===== config.mk =====
export PLATFORM = sky130hd
export DESIGN_NAME = des_key_shift_scheduler
export DESIGN_NICKNAME = d
export VERILOG_FILES = /design/src/rtl/des_key_shift_scheduler.sv
export SDC_FILE = /design/constraint.sdc
export NUM_CORES = 1
export LEC_CHECK = 0
export ABC_AREA = 1
export CAP_MARGIN = 20
export CORE_ASPECT_RATIO = 0.7
export CORE_MARGIN = 8
export CORE_UTILIZATION = 55
export CTS_CLUSTER_DIAMETER = 60
export DETAILED_ROUTE_END_ITERATION = 10
export GPL_ROUTABILITY_DRIVEN = 0
export GPL_TIMING_DRIVEN = 0
export PLACE_DENSITY = 0.94
export SLEW_MARGIN = 20
export SYNTH_ARGS = -nofsm -noshare
export SYNTH_HDL_FRONTEND = slang
export SYNTH_SLANG_ARGS = --single-unit

===== constraint.sdc =====
create_clock -name i_clk -period 3.4 [get_ports i_clk]
set_clock_uncertainty 0.2 [all_clocks]
set_input_delay 0.51 -clock i_clk [delete_from_list [all_inputs] [get_ports i_clk]]
set_output_delay 0.51 -clock i_clk [all_outputs]
set_load 0.01 [all_outputs]

===== src/rtl/des_key_shift_scheduler.sv =====
`default_nettype none
// ============================================================================
// Module      : des_key_shift_scheduler
// Description : Sequential DES key-schedule shifter. Loads a 56-bit post-PC-1
//               key, splits it into 28-bit halves C/D and emits the 16
//               per-round rotated keys C_r||D_r, one per ready/valid handshake,
//               in encrypt (K1..K16) or decrypt (K16..K1) order.
// Revision    : 1.0 - initial release
// ============================================================================
module des_key_shift_scheduler #(
    parameter logic [15:0] SHIFT_SCHEDULE = 16'h7EFC
) (
    input  logic        i_clk,
    input  logic        i_rst,
    input  logic        i_start,
    input  logic [55:0] i_key,
    input  logic        i_decrypt,
    input  logic        i_ready,
    output logic        o_busy,
    output logic        o_valid,
    output logic [55:0] o_round_key,
    output logic [3:0]  o_round,
    output logic        o_last
);

    typedef enum logic [0:0] {
        ST_IDLE = 1'b0,
        ST_RUN  = 1'b1
    } state_t;

    state_t      r_state;
    state_t      w_state_next;
    logic [27:0] r_c;
    logic [27:0] r_d;
    logic [27:0] w_c_next;
    logic [27:0] w_d_next;
    logic [3:0]  r_round;
    logic [3:0]  w_round_next;
    logic        r_decrypt;
    logic        w_decrypt_next;
    logic [3:0]  w_enc_idx;
    logic [3:0]  w_dec_idx;
    logic        w_two;

    // DES bit 1 sits at index 0, so a DES left rotate moves bit 0 up to bit 27.
    function automatic logic [27:0] rotl1(input logic [27:0] h);
        return {h[0], h[27:1]};
    endfunction

    function automatic logic [27:0] rotr1(input logic [27:0] h);
        return {h[26:0], h[27]};
    endfunction

    function automatic logic [27:0] rot_half(input logic [27:0] h,
                                             input logic        right,
                                             input logic        two);
        logic [27:0] t;
        t = right ? rotr1(h) : rotl1(h);
        if (two) begin
            t = right ? rotr1(t) : rotl1(t);
        end
        return t;
    endfunction

    // Schedule index for the step after round n: encrypt uses shift(n+2),
    // decrypt undoes shift(16-n); both map to a bit of SHIFT_SCHEDULE.
    assign w_enc_idx = r_round + 4'd1;
    assign w_dec_idx = 4'd15 - r_round;
    assign w_two     = r_decrypt ? SHIFT_SCHEDULE[w_dec_idx] : SHIFT_SCHEDULE[w_enc_idx];

    // State and datapath registers.
    always_ff @(posedge i_clk) begin
        if (i_rst) begin
            r_state   <= ST_IDLE;
            r_c       <= 28'd0;
            r_d       <= 28'd0;
            r_round   <= 4'd0;
            r_decrypt <= 1'b0;
        end else begin
            r_state   <= w_state_next;
            r_c       <= w_c_next;
            r_d       <= w_d_next;
            r_round   <= w_round_next;
            r_decrypt <= w_decrypt_next;
        end
    end

    // Next-state and next-key logic; everything holds unless a load or handshake occurs.
    always_comb begin
        w_state_next   = r_state;
        w_c_next       = r_c;
        w_d_next       = r_d;
        w_round_next   = r_round;
        w_decrypt_next = r_decrypt;
        case (r_state)
            ST_IDLE: begin
                if (i_start) begin
                    w_state_next   = ST_RUN;
                    w_decrypt_next = i_decrypt;
                    w_round_next   = 4'd0;
                    if (i_decrypt) begin
                        // C16D16 equals C0D0, so decrypt starts unrotated.
                        w_c_next = i_key[27:0];
                        w_d_next = i_key[55:28];
                    end else begin
                        w_c_next = rot_half(i_key[27:0],  1'b0, SHIFT_SCHEDULE[0]);
                        w_d_next = rot_half(i_key[55:28], 1'b0, SHIFT_SCHEDULE[0]);
                    end
                end
            end
            ST_RUN: begin
                if (i_ready) begin
                    if (r_round == 4'd15) begin
                        // Final key keeps its value on the bus after the sequence.
                        w_state_next = ST_IDLE;
                        w_round_next = 4'd0;
                    end else begin
                        w_round_next = r_round + 4'd1;
                        w_c_next     = rot_half(r_c, r_decrypt, w_two);
                        w_d_next     = rot_half(r_d, r_decrypt, w_two);
                    end
                end
            end
            default: begin
                w_state_next = ST_IDLE;
            end
        endcase
    end

    assign o_valid     = (r_state == ST_RUN);
    assign o_busy      = (r_state == ST_RUN);
    assign o_last      = (r_state == ST_RUN) && (r_round == 4'd15);
    assign o_round     = r_round;
    assign o_round_key = {r_d, r_c};

endmodule
`default_nettype wire


After elaboration in Yosys (flattened, before gate mapping)
Memory sizes are Yosys's and may differ from the RTL's.
Index checks and enable logic that the tools add are counted.
{"block": "word_totals", "reg_bits": 62, "rom_bits": 32, "input_bits": 61, "output_inout_bits": 63, "n_memories": 2}
{"block": "op_classes", "addsub": 2, "magnitude_cmp": 2, "n_eq_ne": 4, "muxes": 27, "n_bitwise": 1, "n_reduce_logical": 4}
{"memory": "(no name shown)", "depth": 16, "width": 1, "read_ports": 1, "rd_clocked_by_memory_dff": 0, "write_ports": 0, "line_no": "69", "source": "assign w_two = r_decrypt ? SHIFT_SCHEDULE[w_dec_idx] : SHIFT_SCHEDULE[w_enc_idx];"}
{"memory": "(no name shown)", "depth": 16, "width": 1, "read_ports": 1, "rd_clocked_by_memory_dff": 0, "write_ports": 0, "line_no": "69"}
{"operator": "28-bit two-way mux", "n": 14}
{"operator": "28-bit one-hot mux with 2 select lines", "n": 2}
{"operator": "4-bit two-way mux", "n": 3}
{"operator": "4-bit by 5-bit less-than comparator with 1-bit output, second input constant", "n": 2}
{"operator": "4-bit one-hot mux with 2 select lines", "n": 1}
{"operator": "1-bit two-way mux", "n": 6}
{"operator": "2-bit inequality test, second input constant", "n": 3}
{"operator": "4-bit by 1-bit adder with 4-bit output, second input constant", "n": 1}
{"operator": "4-bit == test, second input constant", "n": 1}
{"operator": "2-bit AND reduction", "n": 2}
{"operator": "4-bit subtractor, first input constant", "n": 1}
{"operator": "3-bit AND reduction", "n": 1}
{"operator": "1-bit one-hot mux with 2 select lines", "n": 1}
{"operator": "1-bit logical AND", "n": 1}
{"operator": "1-bit inverter", "n": 1}

Logic depth before layout (Yosys ltp)
Gate-level depths: netlist (run 1).
{"block": "depth", "depth_word": 8, "mapped_depth": 13, "ltp_nobuf": 11}

Worst setup path after synthesis (run 1)
No wires, ideal clock.
{"block": "synth_path", "kind": "reg-to-reg", "from": "register r_round[1] (netlist: o_round[1])", "to": "register r_c[10]", "setup_time_ps": 119, "arrival_time_ps": 1626, "required_ps": 3081, "path_slack_ps": 1455, "stages_incl_launch_ff": 11, "period_less_slack_ps": 1945, "cell_sequence": "dfxtp_1 ha_1 nand2_2 nor2_2 inv_2 nor2_4 nor2_2 buf_6 clkbuf_1 o21ai_0 a21oi_1"}
{"block": "synth_via", "elab_chain_len": 8}
{"item": "from (decl)", "line_no": "37", "source": "logic [3:0] r_round;"}
{"item": "from (signal assigned)", "line_no": "83", "source": "r_round <= w_round_next;"}
{"item": "4-bit by 1-bit adder with 4-bit output or 4-bit subtractor (tied branches)", "line_no": "67, 68"}
{"item": "memory read 16 x 1 bit"}
{"item": "1-bit two-way mux (implied by the code)", "line_no": "69"}
{"item": "1-bit two-way mux", "line_no": "69"}
{"item": "28-bit two-way mux", "line_no": "59", "source": "if (two) begin"}
{"item": "28-bit two-way mux", "line_no": "113", "source": "if (r_round == 4'd15) begin"}
{"item": "28-bit two-way mux", "line_no": "112", "source": "if (i_ready) begin"}
{"item": "28-bit one-hot mux with 2 select lines", "line_no": "95", "source": "case (r_state)"}
{"item": "to (signal assigned)", "line_no": "81", "source": "r_c <= w_c_next;"}
{"item": "to (decl)", "line_no": "33", "source": "logic [27:0] r_c;"}
Parallel ways exist; a longest one is shown, timed or not. The select of a mux whose other input is x is not followed.
A chain may end at the register's enable or synchronous reset.

Worst setup path in the final report (run 1)
{"block": "layout_path", "from": "register r_round[1] (netlist: o_round[1])", "to": "output port o_last"}
{"block": "layout_via", "elab_chain_len": 2}
{"item": "4-bit == test", "line_no": "132", "source": "assign o_last = (r_state == ST_RUN) && (r_round == 4'd15);"}
{"item": "1-bit logical AND", "line_no": "132"}
{"item": "to (decl)", "line_no": "23", "source": "output logic o_last"}
Every way passes these cells.

==> results of run 1 <==
-- per-layer routing --
layer / vias up / track usage (%)
li1: 3429 / -
met1: 3298 / 40.6
met2: 623 / 42.1
met3: 70 / 10.6
met4: 0 / 8.08
met5: - / 0
-- cell type report --
cell class	count	share of cell area (%)
repair buffers	122	17.6
plain buffers	86	6.27
well taps	128	2.31
multi-input cells	722	48.2
flip-flops and latches	62	17.9
inverters	73	3.94
clock buffers	14	3.80
clock inverters	1	0.0720
-- stage by stage --
| step | instances | area (um2) | setup slack, ns | total power, W | hold WS, ns |
|---|---|---|---|---|---|
| 2_1_floorplan | 943 | 5300 | 1.45 | 0.00150 | 0.330 |
| 3_3_place_gp | 1193 | 6680 | 0.827 | 0.00187 | 0.328 |
| 3_5_place_dp | 1193 | 6680 | 0.783 | 0.00189 | 0.363 |
| 4_1_cts | 1208 | 6950 | 0.658 | 0.00274 | 0.375 |
| 5_1_grt | 1208 | 6950 | 0.542 | 0.00291 | 0.413 |
| 6_report | 1208 | 6950 | 0.650 | 0.00278 | 0.365 |
-- Yosys cell counts --
| library cell | n |
|---|---|
| sky130_fd_sc_hd__a21oi_1 | 173 |
| sky130_fd_sc_hd__a221oi_1 | 1 |
| sky130_fd_sc_hd__buf_1 | 5 |
| sky130_fd_sc_hd__buf_2 | 30 |
| sky130_fd_sc_hd__buf_4 | 6 |
| sky130_fd_sc_hd__buf_6 | 7 |
| sky130_fd_sc_hd__clkbuf_1 | 38 |
| sky130_fd_sc_hd__clkinv_1 | 1 |
| sky130_fd_sc_hd__dfxtp_1 | 62 |
| sky130_fd_sc_hd__ha_1 | 3 |
| sky130_fd_sc_hd__inv_1 | 68 |
| sky130_fd_sc_hd__inv_2 | 4 |
| sky130_fd_sc_hd__nand2_1 | 80 |
| sky130_fd_sc_hd__nand2_2 | 2 |
| sky130_fd_sc_hd__nand3_1 | 173 |
| sky130_fd_sc_hd__nand3_2 | 1 |
| sky130_fd_sc_hd__nand4_1 | 2 |
| sky130_fd_sc_hd__nor2_1 | 170 |
| sky130_fd_sc_hd__nor2_2 | 2 |
| sky130_fd_sc_hd__nor2_4 | 1 |
| sky130_fd_sc_hd__o21ai_0 | 100 |
| sky130_fd_sc_hd__o21ai_1 | 14 |
-- state kept, by name, summed over array words and instances, names as in the netlist --
| name | flops |
|---|---|
| r_decrypt | 1 |
| r_d | 28 |
| o_busy | 1 |
| r_c | 28 |
| o_round | 4 |
-- kinds of logic (layout without fill, tap and decap cells) --
family          count (synthesis)  after routing
buf+inv                       159            296
fa+ha+maj                       3              3
simple gates                  431            431
compound gates                288            288
flops                          62             62
-- worst min-delay path, stage by stage, from the launching register on --
cell                      delay [ns]
sky130_fd_sc_hd__dfxtp_1        0.36
sky130_fd_sc_hd__nand2_1        0.09
sky130_fd_sc_hd__a21oi_1        0.06
-- where the power goes --
group | leakage (nW) | switching (W) | internal [W] | total, W
Sequential | 0.514 | 0.000114 | 0.000800 | 0.000914
Combinational | 2.55 | 0.000561 | 0.000446 | 0.00101
Clock | 0.133 | 0.000332 | 0.000528 | 0.000860
-- worst paths after layout --
kind,from,to,slack [ns],cells after the start
max,o_round[1]$_SDFFE_PP0P_,o_last,0.65,6
min,o_round[3]$_SDFFE_PP0P_,o_round[3]$_SDFFE_PP0P_,0.36,2
max reg2reg,o_busy$_SDFF_PP0_,r_c[16]$_SDFFE_PP0P_,1.09,7
min reg2reg,o_round[3]$_SDFFE_PP0P_,o_round[3]$_SDFFE_PP0P_,0.36,2
==> results.md, run 1 <==
- The fraction of layout instances using a drive strength above 1 is 6.02%.
- The critical path goes through ha_1, nand2_2, nor2_2, inv_2, nor2_4, clkdlybuf4s50_1.
- The root buffer selected by CTS is sky130_fd_sc_hd__clkbuf_16.
- The highest attainable clock frequency is 0.364 GHz.
- Setup total negative slack on the finished layout was measured at 0 ns.
- Entering global routing, the biggest net connects 11 pins.
- From left edge to right edge, the die measures 133 um.
- The total congestion overflow after global routing is 0.
- The area growth from synthesis to layout is 31.2%.
- For this design the static power due to leakage is 3.20 nW.
- The number of buffers created by CTS is 9.
- The buffers plus inverters on the worst setup path is 2.
- The worst slew margin relative to its limit is 58.5%.
- After detailed routing, the total wire length is 19900 um.
- CTS built an H-tree with a depth of 3.
- The path type of the worst min-delay path is reg2reg.
- The sequential share of the synthesized area is 23.4%.
- Summing the areas of all and, or, nand and nor instances in the mapped netlist gives 35.2% of the synthesized area.
- The mean instance size in the synthesized netlist is 5.62 um2.
- The reported max-cap violation count is 0.
- The category of cells accounting for the largest share of critical-path delay is buffers and inverters.
- The critical path in this run is classified as reg2out.
- The initial core utilization is 55.6%.
- Across the VDD grid, the largest voltage drop is 0.274 mV.
- 0 antenna diodes ended up in the layout.
- The number of optimization iterations in the first detailed-route pass is 6.
- After clock tree synthesis, the repair step resized 0 gates.
- The core area is 0.00953 mm2.
- In this run the remaining antenna-violating nets after routing total 0.
- Of all nets on the critical path, the largest fanout is 9.
- After detailed routing, the number of remaining DRC violations is 0.
- The kind of end point of the critical path is an output port.
- The sort of element at the start of the critical path is a flop.
- The number of synthesized register bits is 62.
- The total number of placement rows is 30.
- The met3 wire length is 3150 um.
- The total of fill cells in the finished design is 846.
- The register clock-pin slew on the reported worst setup and hold paths is 0.05 ns.
- The total number of yosys warnings is 0.
- The number of top-level pins is 124.
- The adder-cell share of the synthesized area is 0.709%.
- The multi-input combinational cells in the finished layout cover a total of 0.00335 mm2.
- The gate count of the mapped netlist is 943.
- For this run, the total global-route usage over all layers was measured as 29.5%.
- The vertical extent of the die is 98.1 um.
- The ratio of total power to cell area is 400 mW/mm2.
- The largest total area in the synthesized netlist belongs to sky130_fd_sc_hd__dfxtp_1.
- The cell area that synthesis handed to floorplanning was 0.00530 mm2.
- The initial antenna violation count came to 0.
- In the finished design, the share of the clock period the worst path needs comes to 80.9%.
- By area, the combinational part of the netlist is dominated by simple AND/OR/NAND/NOR gates.
- Setup violations remaining at the end of the flow were counted as 0.
- Across the whole layout, storage elements account for 0.00124 mm2.
- The number of hold buffers added after CTS is 0.
- The clock reaches the later pin of the worst-skew pair after 0.35 ns.
- After detailed routing, the wire length on met1 is 8180 um.
- The final layout contains 1140 nets.
- After synthesis, the cell types taking the most area are sky130_fd_sc_hd__dfxtp_1, sky130_fd_sc_hd__a21oi_1, sky130_fd_sc_hd__nand3_1.
- Detailed routing placed a total of 8210 um of wire on met2.
- The port buffer count is 122.
- The post-CTS setup buffer count is 0.
- The via count is 7420.
- The final design utilization is 72.9%.
- The clock tree from TritonCTS is built.
- The first global-routing pass estimated 32500 um of wire.
- The average wire per cell in the routed design is 16.5 um.
- The number of global-route vias before repair is 6497.
- Setup repair after global routing left no endpoint under its margin.
- Summing the areas of all xor and xnor instances in the mapped netlist gives 0% of the synthesized area.
- The number of nets in the synthesized netlist is 1007.
- The worst stage delay on the critical path is 0.55 ns.
- The synthesized netlist devotes 27.3% of its cell area to compound gates.
- Leaving out fill and tap cells, the most frequent cells in the layout are sky130_fd_sc_hd__nand3_1, sky130_fd_sc_hd__a21oi_1, sky130_fd_sc_hd__nor2_1.
- The half-perimeter wire length of the detailed placement result is 14300 um.
- The portion of synthesized cell area occupied by the leading cell type is 23.4%.
- The final critical delay including setup and external delays is 2.75 ns.
- For the pin with the worst max-slew slack, the measured transition is 0.623 ns.
- The required time at the endpoint of the critical path is 2.69 ns.
- The count of endpoints failing hold in the final timing report is 0.
- The clock drives 62 sinks.
- The mux share of post-synthesis cell area is 0%.
- The highest metal layer carrying signal wires in the routed design is met4.
- Data on the critical path arrives at its endpoint at 2.04 ns.
- No sink is reached through more buffers than the 2 on the longest clock path.
- The average via count per standard cell is 6.14.
- The count of unique library cells instantiated by Yosys is 22.
- The flow ran to the end, and the final reports show no timing, DRC or antenna violations.
- The iteration-0 DRC count of the detailed router is 1148.
- On the critical path, the stage with the largest delay is an instance of sky130_fd_sc_hd__clkdlybuf4s50_1.
- The die footprint is 0.0131 mm2.
- The number of max-slew violations in the final report is 0.
Power figures use the tool's default switching activity.
==> run 2: changes to the inputs <==
Settings changed: CORE_UTILIZATION 55 to 51, PLACE_DENSITY 0.94 to 0.88.
Clock period 3.4 ns to 2.8 ns, I/O delays scaled along.
==> results.md, run 2 (synthesis gave the netlist of run 1 again) <==
- The first-pass GRT wire length came to 32200 um (-0.98%).
- The wire length after detailed routing is 19900 um (-0.21%).
- The total negative setup slack is 0 ns (unchanged).
- The total congestion overflow after global routing is 0 (unchanged).
- The post-route antenna net violation count came to 0 (unchanged).
- The largest net degree at the start of global routing came to 11 (unchanged).
- The average wire per cell in the routed design is 16.4 um (-0.70%).
- The run finished with clean final reports.
- The highest fanout seen on the critical path is 6 (-3).
- The x dimension of the die is 138 um (+3.4%).
- The number of clock sinks was 62 (unchanged).
- TritonCTS built the clock tree.
- The total number of placement rows is 31 (+3.3%).
- Setup repair after global routing left no endpoint under its margin.
- The total of fill cells in the finished design came to 966 (+14%).
- The required time at the endpoint of the critical path came to 2.18 ns (-0.51 ns).
- The origin of the worst min-delay path is o_round[3]$_SDFFE_PP0P_.
- The total power is 0.00353 W (+27%).
- The maximum count of clock buffers along a single path is 2 (unchanged).
- The initial antenna violation count is 0 (unchanged).
- The internal reg-to-reg setup slack is 0.55 ns (-0.54 ns).
- The reported max-cap violation count came to 0 (unchanged).
- The tree is rooted in a sky130_fd_sc_hd__clkbuf_16.
- The worst register-to-register path begins at o_round[0]$_SDFFE_PP0P_.
- The number of gates given a new drive strength after cts is 0 (unchanged).
- The ratio of total power to cell area is 504 mW/mm2 (+26%).
- The number of optimization iterations in the first detailed-route pass is 8 (+2).
- The combinational share of power was 34.5% (-1.7 points).
- The path type of the worst min-delay path is reg2reg.
- The iteration-0 DRC count of the detailed router is 1034 (-9.9%).
- The worst hold path terminates at o_round[3]$_SDFFE_PP0P_.
- The count of cells along the worst hold path is 2 (unchanged).
- The share of total power consumed by net switching was 35.0% (-1.2 points).
- The final standard cell area without fillers came to 0.00701 mm2 (+0.86%).
- The final routed DRC violation total was 0 (unchanged).
- The number of hold buffers added after CTS is 0 (unchanged).
- The post-layout net count was 1140 (unchanged).
- The switching power summed over all nets is 0.00124 W (+23%).
- The final critical delay including setup and external delays is 2.57 ns.
- Derived from the worst setup path, the maximum achievable clock frequency is 0.389 GHz.
- The number of top-level pins is 124 (unchanged).
- The area growth from synthesis to layout is 32.3%.
- The initial core utilization is 51.7% (-3.8 points).
- The count of endpoints failing setup in the final report is 0 (unchanged).
- In this run the critical register-to-register path is captured at r_d[19]$_SDFFE_PP0P_.
- The leakage power is 3.23 nW (+0.92%).
- The final critical path takes up 91.9% of the cycle.
- The deepest level of the CTS H-tree is 3 (unchanged).
- The largest vdd supply drop came to 0.332 mV (+21%).
- The kind of end point of the critical path is an output port.
- The core area was 0.0102 mm2 (+7.4%).
- The source-to-sink clock delay at the later pin of the worst-skew pair was 0.34 ns (about the same).
- The register clock-pin slew on the reported worst setup and hold paths came to 0.05 ns (about the same).
- The total global-route track usage is 28.1% (-1.4 points).
- The path depth of the worst reg2reg path came to 12 (+5).
- The critical path start-end classification is reg2out.
- The number of max-slew violations in the final report is 0 (unchanged).
- The half-perimeter wire length of the detailed placement result came to 14300 um (about the same).
- The count of endpoints failing hold in the final timing report was 0 (unchanged).
- The pin slew with the least headroom to its limit is 0.579 ns (-0.0440 ns).
- The placed instance area was 0.00668 mm2 (about the same).
- The number of global-route vias before repair is 6366 (-2.0%).
- The number of buffers created by CTS is 9 (unchanged).
- The part of the total power dissipated in sequential elements is 31.4% (-1.5 points).
- The sort of element at the start of the critical path is a flop.
- The vertical extent of the die is 101 um (+3.2%).
- The die footprint is 0.0140 mm2 (+6.7%).
- The worst slew margin relative to its limit was 61.4% (+2.9 points).
- The internal cell power is 0.00230 W (+29%).
- The part of the total power dissipated in the clock network is 34.1% (+3.2 points).
- The via count is 7250 (-2.3%).
- The fraction of layout instances using a drive strength above 1 is 6.48% (+0.46 points).
- The port buffer count is 122 (unchanged).
- In the layout the commonest cells are sky130_fd_sc_hd__nand3_1, sky130_fd_sc_hd__a21oi_1, sky130_fd_sc_hd__nor2_1.
- The post-CTS setup buffer count is 0 (unchanged).
- The endpoint arrival time on the critical path is 1.95 ns (-0.09 ns).
- The average via count per standard cell is 5.97 (-2.8%).
## run 2: cell count changes in the layout (fill, tap and decap cells not counted)
cell	delta
sky130_fd_sc_hd__dfxtp_1	-1
sky130_fd_sc_hd__diode_2	+1
sky130_fd_sc_hd__clkbuf_8	+2
sky130_fd_sc_hd__clkinv_2	+1
sky130_fd_sc_hd__clkbuf_1	-3
sky130_fd_sc_hd__dfxtp_2	+1
sky130_fd_sc_hd__bufinv_16	+1
## run 2: metrics by stage
| step | hold slack (ns) | util [%] | std cells | setup slack (ns) |
|---|---|---|---|---|
| after detailed placement | 0.337 | 65.3 | 1197 | 0.336 |
| after global placement | 0.330 | 65.3 | 1197 | 0.335 |
| final | 0.349 | 68.4 | 1214 | 0.226 |
| after CTS | 0.346 | 68.4 | 1213 | 0.152 |
| after floorplan | 0.289 | - | 943 | 0.855 |
| after global routing | 0.391 | 68.4 | 1213 | 0.0884 |
## run 2: area by class of cell
class / instances / area (um2) / area share [%]
inverter: 73 / 274 / 3.91
buffer: 86 / 435 / 6.21
antenna: 1 / 2.50 / 0.0357
clock buffer: 13 / 280 / 4.00
clock inverter: 3 / 40.0 / 0.571
timing repair buffer: 122 / 1220 / 17.4
sequential: 62 / 1240 / 17.7
tap: 132 / 165 / 2.36
multi-input combinational: 722 / 3350 / 47.8
## run 2: how the worst max path moves through the flow
stage                                       start                    to  slack (ns)  depth (start not counted)
after global routing      o_round[0]$_SDFFE_PP0P_                o_last        0.09                          6
after detailed placement                  i_start  r_d[19]$_SDFFE_PP0P_        0.34                          9
after CTS                 o_round[1]$_SDFFE_PP0P_                o_last        0.15                          6
after floorplan           o_round[1]$_SDFFE_PP0P_  r_c[10]$_SDFFE_PP0P_        0.85                         10
final                     o_round[0]$_SDFFE_PP0P_                o_last        0.23                          6
after global placement                    i_start  r_d[20]$_SDFFE_PP0P_        0.34                          9
## run 2: critical path, stage by stage, from the launching register on
cell,delay (ns)
sky130_fd_sc_hd__dfxtp_1,0.45
sky130_fd_sc_hd__ha_1,0.23
sky130_fd_sc_hd__nand2_2,0.09
sky130_fd_sc_hd__nor2_2,0.13
sky130_fd_sc_hd__inv_2,0.06
sky130_fd_sc_hd__nor2_4,0.10
sky130_fd_sc_hd__clkdlybuf4s50_1,0.55
## run 2: metal layers
metal,global-route usage (%),wire length [um],up-vias
met2,39.6,8030,538
li1,-,-,3436
met5,0,0,-
met1,40.8,8760,3234
met4,7.24,291,0
met3,7.73,2800,42
## run 2: power groups by stage
| stage | registers, W | logic [W] | clock network, W |
|---|---|---|---|
| after global placement | 0.00112 | 0.00116 | 0 |
| after global routing | 0.00112 | 0.00134 | 0.00123 |
| after floorplan | 0.00111 | 0.000703 | 0 |
| after CTS | 0.00110 | 0.00119 | 0.00119 |
| final | 0.00111 | 0.00122 | 0.00120 |
| after detailed placement | 0.00112 | 0.00118 | 0 |
